File: config.mk
export PLATFORM = sky130hd
export DESIGN_NAME = pong_rally_ctrl
export DESIGN_NICKNAME = d
export VERILOG_FILES = /design/src/rtl/pong_pkg.sv /design/src/rtl/pong_edge_detect.sv /design/src/rtl/pong_rally_ctrl.sv
export SDC_FILE = /design/constraint.sdc
export NUM_CORES = 1
export LEC_CHECK = 0
export CORE_UTILIZATION = 49
export DETAILED_ROUTE_END_ITERATION = 7
export PLACE_DENSITY = 0.75
export SETUP_SLACK_MARGIN = 0.4
export SLEW_MARGIN = 20
export SYNTH_ARGS = -nofsm -noshare
export SYNTH_HDL_FRONTEND = slang
export SYNTH_HIERARCHICAL = 1
export SYNTH_SLANG_ARGS = --single-unit
File: constraint.sdc
create_clock -name clk -period 1.8 [get_ports clk]
set_input_delay 0.18 -clock clk [delete_from_list [all_inputs] [get_ports clk]]
set_output_delay 0.18 -clock clk [all_outputs]
set_load 0.005 [all_outputs]
File: src/rtl/pong_pkg.sv
// Shared types and constants for the ping-pong rally controller.
// Pure declarations: no logic, no latency, no backpressure.
package pong_pkg;

    typedef enum logic [2:0] {
        ST_SERVE,
        ST_MOVE_R,
        ST_MOVE_L,
        ST_POINT,
        ST_OVER
    } state_t;

    localparam int         LED_N     = 6;
    localparam logic [2:0] POS_P1    = 3'd0;
    localparam logic [2:0] POS_P2    = 3'd5;
    localparam logic       PLAYER_P1 = 1'b0;
    localparam logic       PLAYER_P2 = 1'b1;

    function automatic logic [LED_N-1:0] pos_to_led(input logic [2:0] pos);
        logic [LED_N-1:0] one;
        one = {{(LED_N-1){1'b0}}, 1'b1};
        return one << pos;
    endfunction

endpackage

File: src/rtl/pong_edge_detect.sv
// Turns a debounced button level into a single-cycle press pulse, same cycle as the rising level.
// No backpressure; the press is suppressed while reset is asserted.
module pong_edge_detect (
    input  logic clk,
    input  logic reset,
    input  logic i_lvl,
    output logic o_press
);

    logic r_prev;

    // Reset also loads the live level, so a button held through reset never counts as a press.
    always_ff @(posedge clk) begin
        r_prev <= i_lvl;
    end

    assign o_press = reset & i_lvl & ~r_prev;

endmodule

File: src/rtl/pong_rally_ctrl.sv
// Rally sequencer: serve, ball motion on tick, hit/miss judgement, scoring; all outputs registered.
// One-cycle latency from sampled input to outputs; no backpressure, events are acted on when sampled.
module pong_rally_ctrl
    import pong_pkg::*;
#(
    parameter int WIN_SCORE   = 9,
    parameter int PAUSE_TICKS = 3
) (
    input  logic             clk,
    input  logic             reset,
    input  logic             tick,
    input  logic             P1,
    input  logic             P2,
    output logic [LED_N-1:0] led,
    output logic [3:0]       score1,
    output logic [3:0]       score2,
    output logic             serving,
    output logic             server,
    output logic             game_over,
    output logic             winner
);

    localparam logic [3:0] WIN_VAL    = 4'(WIN_SCORE);
    localparam logic [3:0] PAUSE_LAST = 4'(PAUSE_TICKS - 1);

    logic w_p1_press;
    logic w_p2_press;
    logic w_award;
    logic w_award_to;
    logic [3:0] w_scorer_pts;

    state_t           r_state;
    logic [2:0]       r_pos;
    logic [3:0]       r_pause;
    logic [3:0]       r_score1;
    logic [3:0]       r_score2;
    logic             r_scorer;
    logic             r_server;
    logic             r_serving;
    logic             r_game_over;
    logic             r_winner;
    logic [LED_N-1:0] r_led;

    pong_edge_detect u_edge_p1 (
        .clk     (clk),
        .reset   (reset),
        .i_lvl   (P1),
        .o_press (w_p1_press)
    );

    pong_edge_detect u_edge_p2 (
        .clk     (clk),
        .reset   (reset),
        .i_lvl   (P2),
        .o_press (w_p2_press)
    );

    // A point is lost by swinging early or by letting a tick pass at the end; a hit beats a tick.
    always_comb begin
        w_award    = 1'b0;
        w_award_to = PLAYER_P1;
        case (r_state)
            ST_MOVE_R: begin
                if ((w_p2_press && r_pos != POS_P2) ||
                    (!w_p2_press && tick && r_pos == POS_P2)) begin
                    w_award    = 1'b1;
                    w_award_to = PLAYER_P1;
                end
            end
            ST_MOVE_L: begin
                if ((w_p1_press && r_pos != POS_P1) ||
                    (!w_p1_press && tick && r_pos == POS_P1)) begin
                    w_award    = 1'b1;
                    w_award_to = PLAYER_P2;
                end
            end
            default: begin
                w_award    = 1'b0;
                w_award_to = PLAYER_P1;
            end
        endcase
    end

    assign w_scorer_pts = (r_scorer == PLAYER_P2) ? r_score2 : r_score1;

    always_ff @(posedge clk) begin
        if (!reset) begin
            r_state     <= ST_SERVE;
            r_pos       <= POS_P1;
            r_pause     <= 4'd0;
            r_score1    <= 4'd0;
            r_score2    <= 4'd0;
            r_scorer    <= PLAYER_P1;
            r_server    <= PLAYER_P1;
            r_serving   <= 1'b1;
            r_game_over <= 1'b0;
            r_winner    <= 1'b0;
            r_led       <= pos_to_led(POS_P1);
        end else if (w_award) begin
            r_state  <= ST_POINT;
            r_pause  <= 4'd0;
            r_scorer <= w_award_to;
            r_led    <= '1;
            if (w_award_to == PLAYER_P2) begin
                r_score2 <= r_score2 + 4'd1;
            end else begin
                r_score1 <= r_score1 + 4'd1;
            end
        end else begin
            case (r_state)
                ST_SERVE: begin
                    if (r_server == PLAYER_P1 && w_p1_press) begin
                        r_state   <= ST_MOVE_R;
                        r_serving <= 1'b0;
                    end else if (r_server == PLAYER_P2 && w_p2_press) begin
                        r_state   <= ST_MOVE_L;
                        r_serving <= 1'b0;
                    end
                end
                ST_MOVE_R: begin
                    if (w_p2_press) begin
                        r_state <= ST_MOVE_L;
                    end else if (tick) begin
                        r_pos <= r_pos + 3'd1;
                        r_led <= pos_to_led(r_pos + 3'd1);
                    end
                end
                ST_MOVE_L: begin
                    if (w_p1_press) begin
                        r_state <= ST_MOVE_R;
                    end else if (tick) begin
                        r_pos <= r_pos - 3'd1;
                        r_led <= pos_to_led(r_pos - 3'd1);
                    end
                end
                ST_POINT: begin
                    if (tick) begin
                        if (r_pause != PAUSE_LAST) begin
                            r_pause <= r_pause + 4'd1;
                        end else if (w_scorer_pts == WIN_VAL) begin
                            r_state     <= ST_OVER;
                            r_led       <= '0;
                            r_game_over <= 1'b1;
                            r_winner    <= r_scorer;
                        end else begin
                            // The player who conceded serves from their own end.
                            r_state   <= ST_SERVE;
                            r_serving <= 1'b1;
                            r_server  <= ~r_scorer;
                            if (r_scorer == PLAYER_P1) begin
                                r_pos <= POS_P2;
                                r_led <= pos_to_led(POS_P2);
                            end else begin
                                r_pos <= POS_P1;
                                r_led <= pos_to_led(POS_P1);
                            end
                        end
                    end
                end
                ST_OVER: begin
                    r_state <= ST_OVER;
                end
                default: begin
                    r_state <= ST_SERVE;
                end
            endcase
        end
    end

    assign led       = r_led;
    assign score1    = r_score1;
    assign score2    = r_score2;
    assign serving   = r_serving;
    assign server    = r_server;
    assign game_over = r_game_over;
    assign winner    = r_winner;

endmodule

=== Word level (Yosys, flattened, before mapping) ===
Index checks and enable logic that the tools add are counted.

* Latch bits: 0
* RAM bits: 0
* Output and inout port bits: 18
* Bits in registers: 31
* Memories kept: 0
* Memory bits (read-only): 0
* Input bits: 5
* Word-level logic and storage cells: 131

* Divide/modulo/power cells: 0
* Add/sub/neg operators: 5
* Order comparisons: 0
* Shift operators: 2
* Reduce and logical (&&, ||, !) cells: 30
* Equality and inequality tests: 27
* Multipliers: 0
* Mux-type cells: 39
* Bitwise logic cells: 13

{| class="wikitable"
|+ Operators with widths
! operator !! count
|-
| 2-to-1 mux 6 bit || 9
|-
| 2-to-1 mux 3 bit || 15
|-
| inequality test 3 bit, second input constant || 10
|-
| AND reduction 5 bit || 4
|-
| inequality test 2 bit, second input constant || 9
|-
| one-hot mux 6 bit (3 select lines) || 1
|-
| one-hot mux 3 bit (5 select lines) || 1
|-
| AND reduction 7 bit || 2
|-
| adder 4 x 1 -> 4 bit, second input constant || 3
|-
| << shifter 1 x 3 -> 6 bit, first input constant || 2
|-
| NOT 1 bit || 9
|-
| one-hot mux 3 bit (3 select lines) || 1
|-
| AND reduction 9 bit || 1
|-
| logical AND 1 bit || 8
|-
| 2-to-1 mux 1 bit || 8
|-
| == test 3 x 2 -> 1 bit, second input constant || 2
|-
| == test 3 bit, second input constant || 2
|-
| logical NOT 3 bit || 2
|-
| AND reduction 6 bit || 1
|-
| nonzero test 3 bit || 2
|-
| bitwise AND 1 bit || 4
|-
| == test 4 bit, second input constant || 1
|-
| 2-to-1 mux 4 bit || 1
|-
| inequality test 4 x 2 -> 1 bit, second input constant || 1
|-
| other kinds (13) || 17
|}

=== Logic depth before layout (Yosys ltp) ===
* Word-level depth: 10
* Mapped depth: 9

=== Hierarchy ===
Netlist, hierarchy kept.

{| class="wikitable"
|+ Modules (own cells, without submodules)
! module !! sequential area each (um2) !! area an instance (um2) !! instances !! cells each
|-
| pong_rally_ctrl || 580.6 || 1654.1 || 1 || 185
|-
| pong_edge_detect || 20.0 || 28.8 || 2 || 2
|}

=== Worst setup path before layout ===
OpenSTA, ideal clock, no wires.

* Path type: reg2reg
* Start: register r_pos[0]
* End: register r_server, in the netlist server
* Data arrival time: 1.747 ns
* Clock period less this slack: 1.865 ns
* Required time: 1.683 ns
* Buffers on the path: 1
* Library setup time: 0.117 ns
* Slack: -0.065 ns
* Stages on the path, launching flop included: 9
* Path through: dfxtp_1 > inv_1 > ha_1 > nor2b_1 > mux2_1 > a21oi_2 > buf_4 > a31oi_1 > a32o_1

* Cells in the longest elaborated chain, start to end: 7
* Elaborated cells between the ends (all ways): 15
* Those cells by class: eq/ne (2); mux (3); bitwise (1); reduce/logical (9)

{| class="wikitable"
|+ Ends and longest elaborated chain
! item !! RTL line !! source
|-
| start: declaration || pong_rally_ctrl.sv:33 || <nowiki>logic [2:0] r_pos;</nowiki>
|-
| start signal: assignment || pong_rally_ctrl.sv:124 || <nowiki>r_pos <= r_pos + 3'd1;</nowiki>
|-
| start signal: assignment || pong_rally_ctrl.sv:132 || <nowiki>r_pos <= r_pos - 3'd1;</nowiki>
|-
| inequality test 3 bit, or another cell as far along || pong_rally_ctrl.sv:64 || <nowiki>if ((w_p2_press && r_pos != POS_P2) ||</nowiki>
|-
| logical AND 1 bit (on tied branches) || n/a ||
|-
| logical OR 1 bit (on tied branches) || pong_rally_ctrl.sv:64, pong_rally_ctrl.sv:71 ||
|-
| 2-to-1 mux 1 bit (on tied branches) || pong_rally_ctrl.sv:64, pong_rally_ctrl.sv:71 ||
|-
| one-hot mux 1 bit (2 select lines) (*) || pong_rally_ctrl.sv:62 || <nowiki>case (r_state)</nowiki>
|-
| NOT 1 bit (no source line) (*) || n/a ||
|-
| AND reduction 5 bit (no source line) (*) || n/a ||
|-
| end signal: assignment || pong_rally_ctrl.sv:149 || <nowiki>r_server <= ~r_scorer;</nowiki>
|-
| end: declaration || pong_rally_ctrl.sv:38 || <nowiki>logic r_server;</nowiki>
|}

Mark *: on every way between the ends. The rest lies on a longest branch, timed or not.
A chain may end at the register's enable or synchronous reset.

=== Final worst setup path ===
* Start: register r_pos[0]
* End: register r_led[5], in the netlist led[5]

* Cells in the longest elaborated chain, start to end: 7
* Elaborated cells between the ends (all ways): 31
* Those cells by class: add/sub (2); eq/ne (8); shift (2); mux (9); reduce/logical (10)

{| class="wikitable"
|+ Ends and longest elaborated chain
! item !! RTL line !! source
|-
| branches (longest 7 deep; another with subtractor 3 x 1 -> 3 bit) || n/a ||
|-
| end signal: assignment || pong_rally_ctrl.sv:98 || <nowiki>r_led <= pos_to_led(POS_P1);</nowiki>
|-
| end signal: assignment || pong_rally_ctrl.sv:125 || <nowiki>r_led <= pos_to_led(r_pos + 3'd1);</nowiki>
|-
| end signal: assignment || pong_rally_ctrl.sv:133 || <nowiki>r_led <= pos_to_led(r_pos - 3'd1);</nowiki>
|-
| end: declaration || pong_rally_ctrl.sv:42 || <nowiki>logic [LED_N-1:0] r_led;</nowiki>
|}

Parallel ways; which one is timed is not known. The select of a mux whose other input is x is not followed.

==> results.txt <==
Final WS setup: -0.1907 ns
Nature of the critical path startpoint: register
Post-DP HPWL: 3491 um
Max Buffers Root-to-Sink: 2
Syn Nets: 202
H-tree levels: 2
HP Class: in -> reg
Die height: 61.10 um
Length in cells of the worst reg-to-reg path: 7
Power Dens Cells: 1365 nW/um^2
Starting Density: 0.5129
Yosys warns: 6
Drt wl/cell: 27.16 um
Residual DRC: 0
WP data required: 2.03 ns
Placed cell count: 289
Mapped Avg Cell Area: 9.056 um^2
CP Capture Point: led[5]$_SDFFE_PN0P_
Maximum vdd drop: 884.3 uV
Vias: 2114
Async SR Flop Fraction: 0
Clock tree sinks: 31
Max cap viols: 0
Layout cell share with drive strength beyond 1: 0.5876
Via density: 6.606
Worst Tran Pin Value: 0.4950 ns
Initial antenna violation count: 1
Slew margin rel.: 0.6674
Netlist cell types: 54
Worst clock skew: 0.01831 ns
Setup Crit Path Kind: reg -> reg
CP arrival: 2.22 ns
Pre-Repair DR Iteration Count: 7
Total power: 4.171 mW
Hold_ws: 0.3296 ns
Global Route Usage Sum: 0.3674
Leakage: 1.300 nW
IO buf count: 22
Fin nets: 286
Crit path time final: 1.991 ns
Post-layout util: 0.9156
First-pass GRT wire length: 9660 um
Max Slew Vio Count: 0
Core Region: 3337 um^2
Failing checks: setup timing
Root Buffer: clkbuf_4
Seq cells post-synth: 31
DRT antenna net count: 0
Die Area: 3733 um^2
RD Place Congestion: 0.9035
Largest net degree at the start of global routing: 18
Most frequent cells in the layout: buf_4 (46), nor2_1 (19), dfxtp_2 (18), buf_6 (16), clkdlybuf4s50_1 (11)
Leading area contributor after synthesis: dfxtp_1
Grt total ovfl: 0
Final Hold Fails: 0
Max FO, Critical Path: 4
Vias in the first global route: 1920
CTS tree: yes
Reg clk slew, reported paths: 0.13 ns
Worst setup path startpoint: r_pos[0]$_SDFFE_PN0P_
F_max: 502.3 MHz
FP Rows: 21
Main synth FF type: dfxtp_1
ANT cells: 0
Unrepaired setup endpoints after global routing: yes
Post-Syn Area: 1712 um^2
Worst r2r dst: led[5]$_SDFFE_PN0P_
DRT iter0 DRCs: 205
Fillers: 116
Worst skew pair latency: 0.36 ns
Yosys top cell area share: 0.3626
Tcrit/Tclk final: 1.106
Boundary Pins: 23
Number of flops mapped to enable cells by yosys: 0
Crit Reg-Reg Startpoint: r_pos[0]$_SDFFE_PN0P_
Status: finished, violations left
Die width: 61.10 um
CP Capture Type: register
Gate Count Post-Synth: 189
Placed inst area: 2295 um^2
Final WL: 8692 um
Area contributors post-synth: dfxtp_1 (36%), ha_1 (5.8%), mux2i_1 (5.8%)
Fin cells: 320
Cts bufs inserted: 5
Cell area after layout: 3055 um^2
Flop2flop setup slack: -0.19 ns
Seq/Total Area, Yosys: 0.3626
Area grow syn2layout: 78.51%
# hold bufs at CTS: 0
Most common cell after layout, fill and taps aside: buf_4
Final setup viols: 21
-- registers in the layout, indices dropped and copies added, names as in the netlist --
signal,cells
score1,4
r_pause,4
score2,4
u_edge_p1/r_prev,1
led,6
server,1
serving,1
r_scorer,1
winner,1
game_over,1
r_state,3
u_edge_p2/r_prev,1
r_pos,3
-- layer usage --
| layer | global-route usage | routed length, um |
|---|---|---|
| met3 | 0.09664 | 842 |
| met5 | 0 | 13 |
| met2 | 0.6429 | 4062 |
| met1 | 0.4057 | 3156 |
| met4 | 0.1981 | 616 |
-- kinds of logic (layout without fill, tap and decap cells) --
group                      count (synthesis)  in the layout  synth area share
AOI/OAI and AO/OA                         38             38            0.1506
xor gates and xnor gates                  11             11           0.06067
adders and majority gates                  8              8           0.05848
buffers and inverters                     18            103           0.05336
DFF                                       31             31            0.3626
muxes                                     13             13           0.07968
and+or+nand+nor                           70             70            0.2347
-- area by class of cell --
| type | count | area (um^2) | area share |
|---|---|---|---|
| Multi-Input combinational cell | 140 | 1431 | 0.4685 |
| Timing Repair Buffer | 87 | 800.8 | 0.2621 |
| Sequential cell | 31 | 658.1 | 0.2154 |
| Clock buffer | 7 | 65.06 | 0.02129 |
| Tap cell | 46 | 57.56 | 0.01884 |
| Inverter | 8 | 35.03 | 0.01147 |
| Clock inverter | 1 | 7.507 | 0.002457 |
-- Yosys cell counts (3+ instances only) --
cell,count
nor3_1,6
inv_1,7
a21oi_1,15
xnor2_1,4
mux2i_1,10
dfxtp_1,31
xor2_1,6
nor2_1,24
buf_2,4
nand2_1,9
ha_1,8
nand3_1,5
and3b_1,3
nand4_1,3
clkbuf_1,3
nor2b_1,3
-- worst min path at each step --
stage                           start                  endpoint  cells after the start
2_1_floorplan                      P1  u_edge_p1/r_prev$_DFF_P_                      0
3_3_place_gp   game_over$_SDFFE_PN0P_    game_over$_SDFFE_PN0P_                      2
3_5_place_dp   game_over$_SDFFE_PN0P_    game_over$_SDFFE_PN0P_                      2
4_1_cts                            P1  u_edge_p1/r_prev$_DFF_P_                      1
5_1_grt                            P2  u_edge_p2/r_prev$_DFF_P_                      1
6_report                           P2  u_edge_p2/r_prev$_DFF_P_                      1
-- where the power goes --
group | switching, mW | internal (mW) | total, mW
clock network | 0.289 | 0.228 | 0.517
registers | 0.151 | 0.833 | 0.984
logic | 1.37 | 1.30 | 2.67
total | 1.80 | 2.37 | 4.17
-- repair_timing --
item,CTS,global route
buffers inserted,10,13
cloned,0,0
pin swaps,19,37
setup endpoints to repair,39,40
gates resized for setup,62,72
-- through the flow --
stage / setup WS [ns] / TNS (ns)
CTS: 0.003299 / 0
global placement: -0.3124 / -3.212
detailed placement: -0.4607 / -5.054
floorplan: -0.01553 / -0.01553
global route: -0.2657 / -3.119
finish: -0.1907 / -1.846
-- worst max-delay path, stage by stage, from the launching register on --
cell and delay, ns:
dfxtp_4 0.40, inv_4 0.09, ha_4 0.13, nor2b_4 0.19
mux2_4 0.35, a21o_4 0.26, a2111oi_4 0.34, nor3_1 0.10
Note: power is estimated with default switching activity, not from simulation.
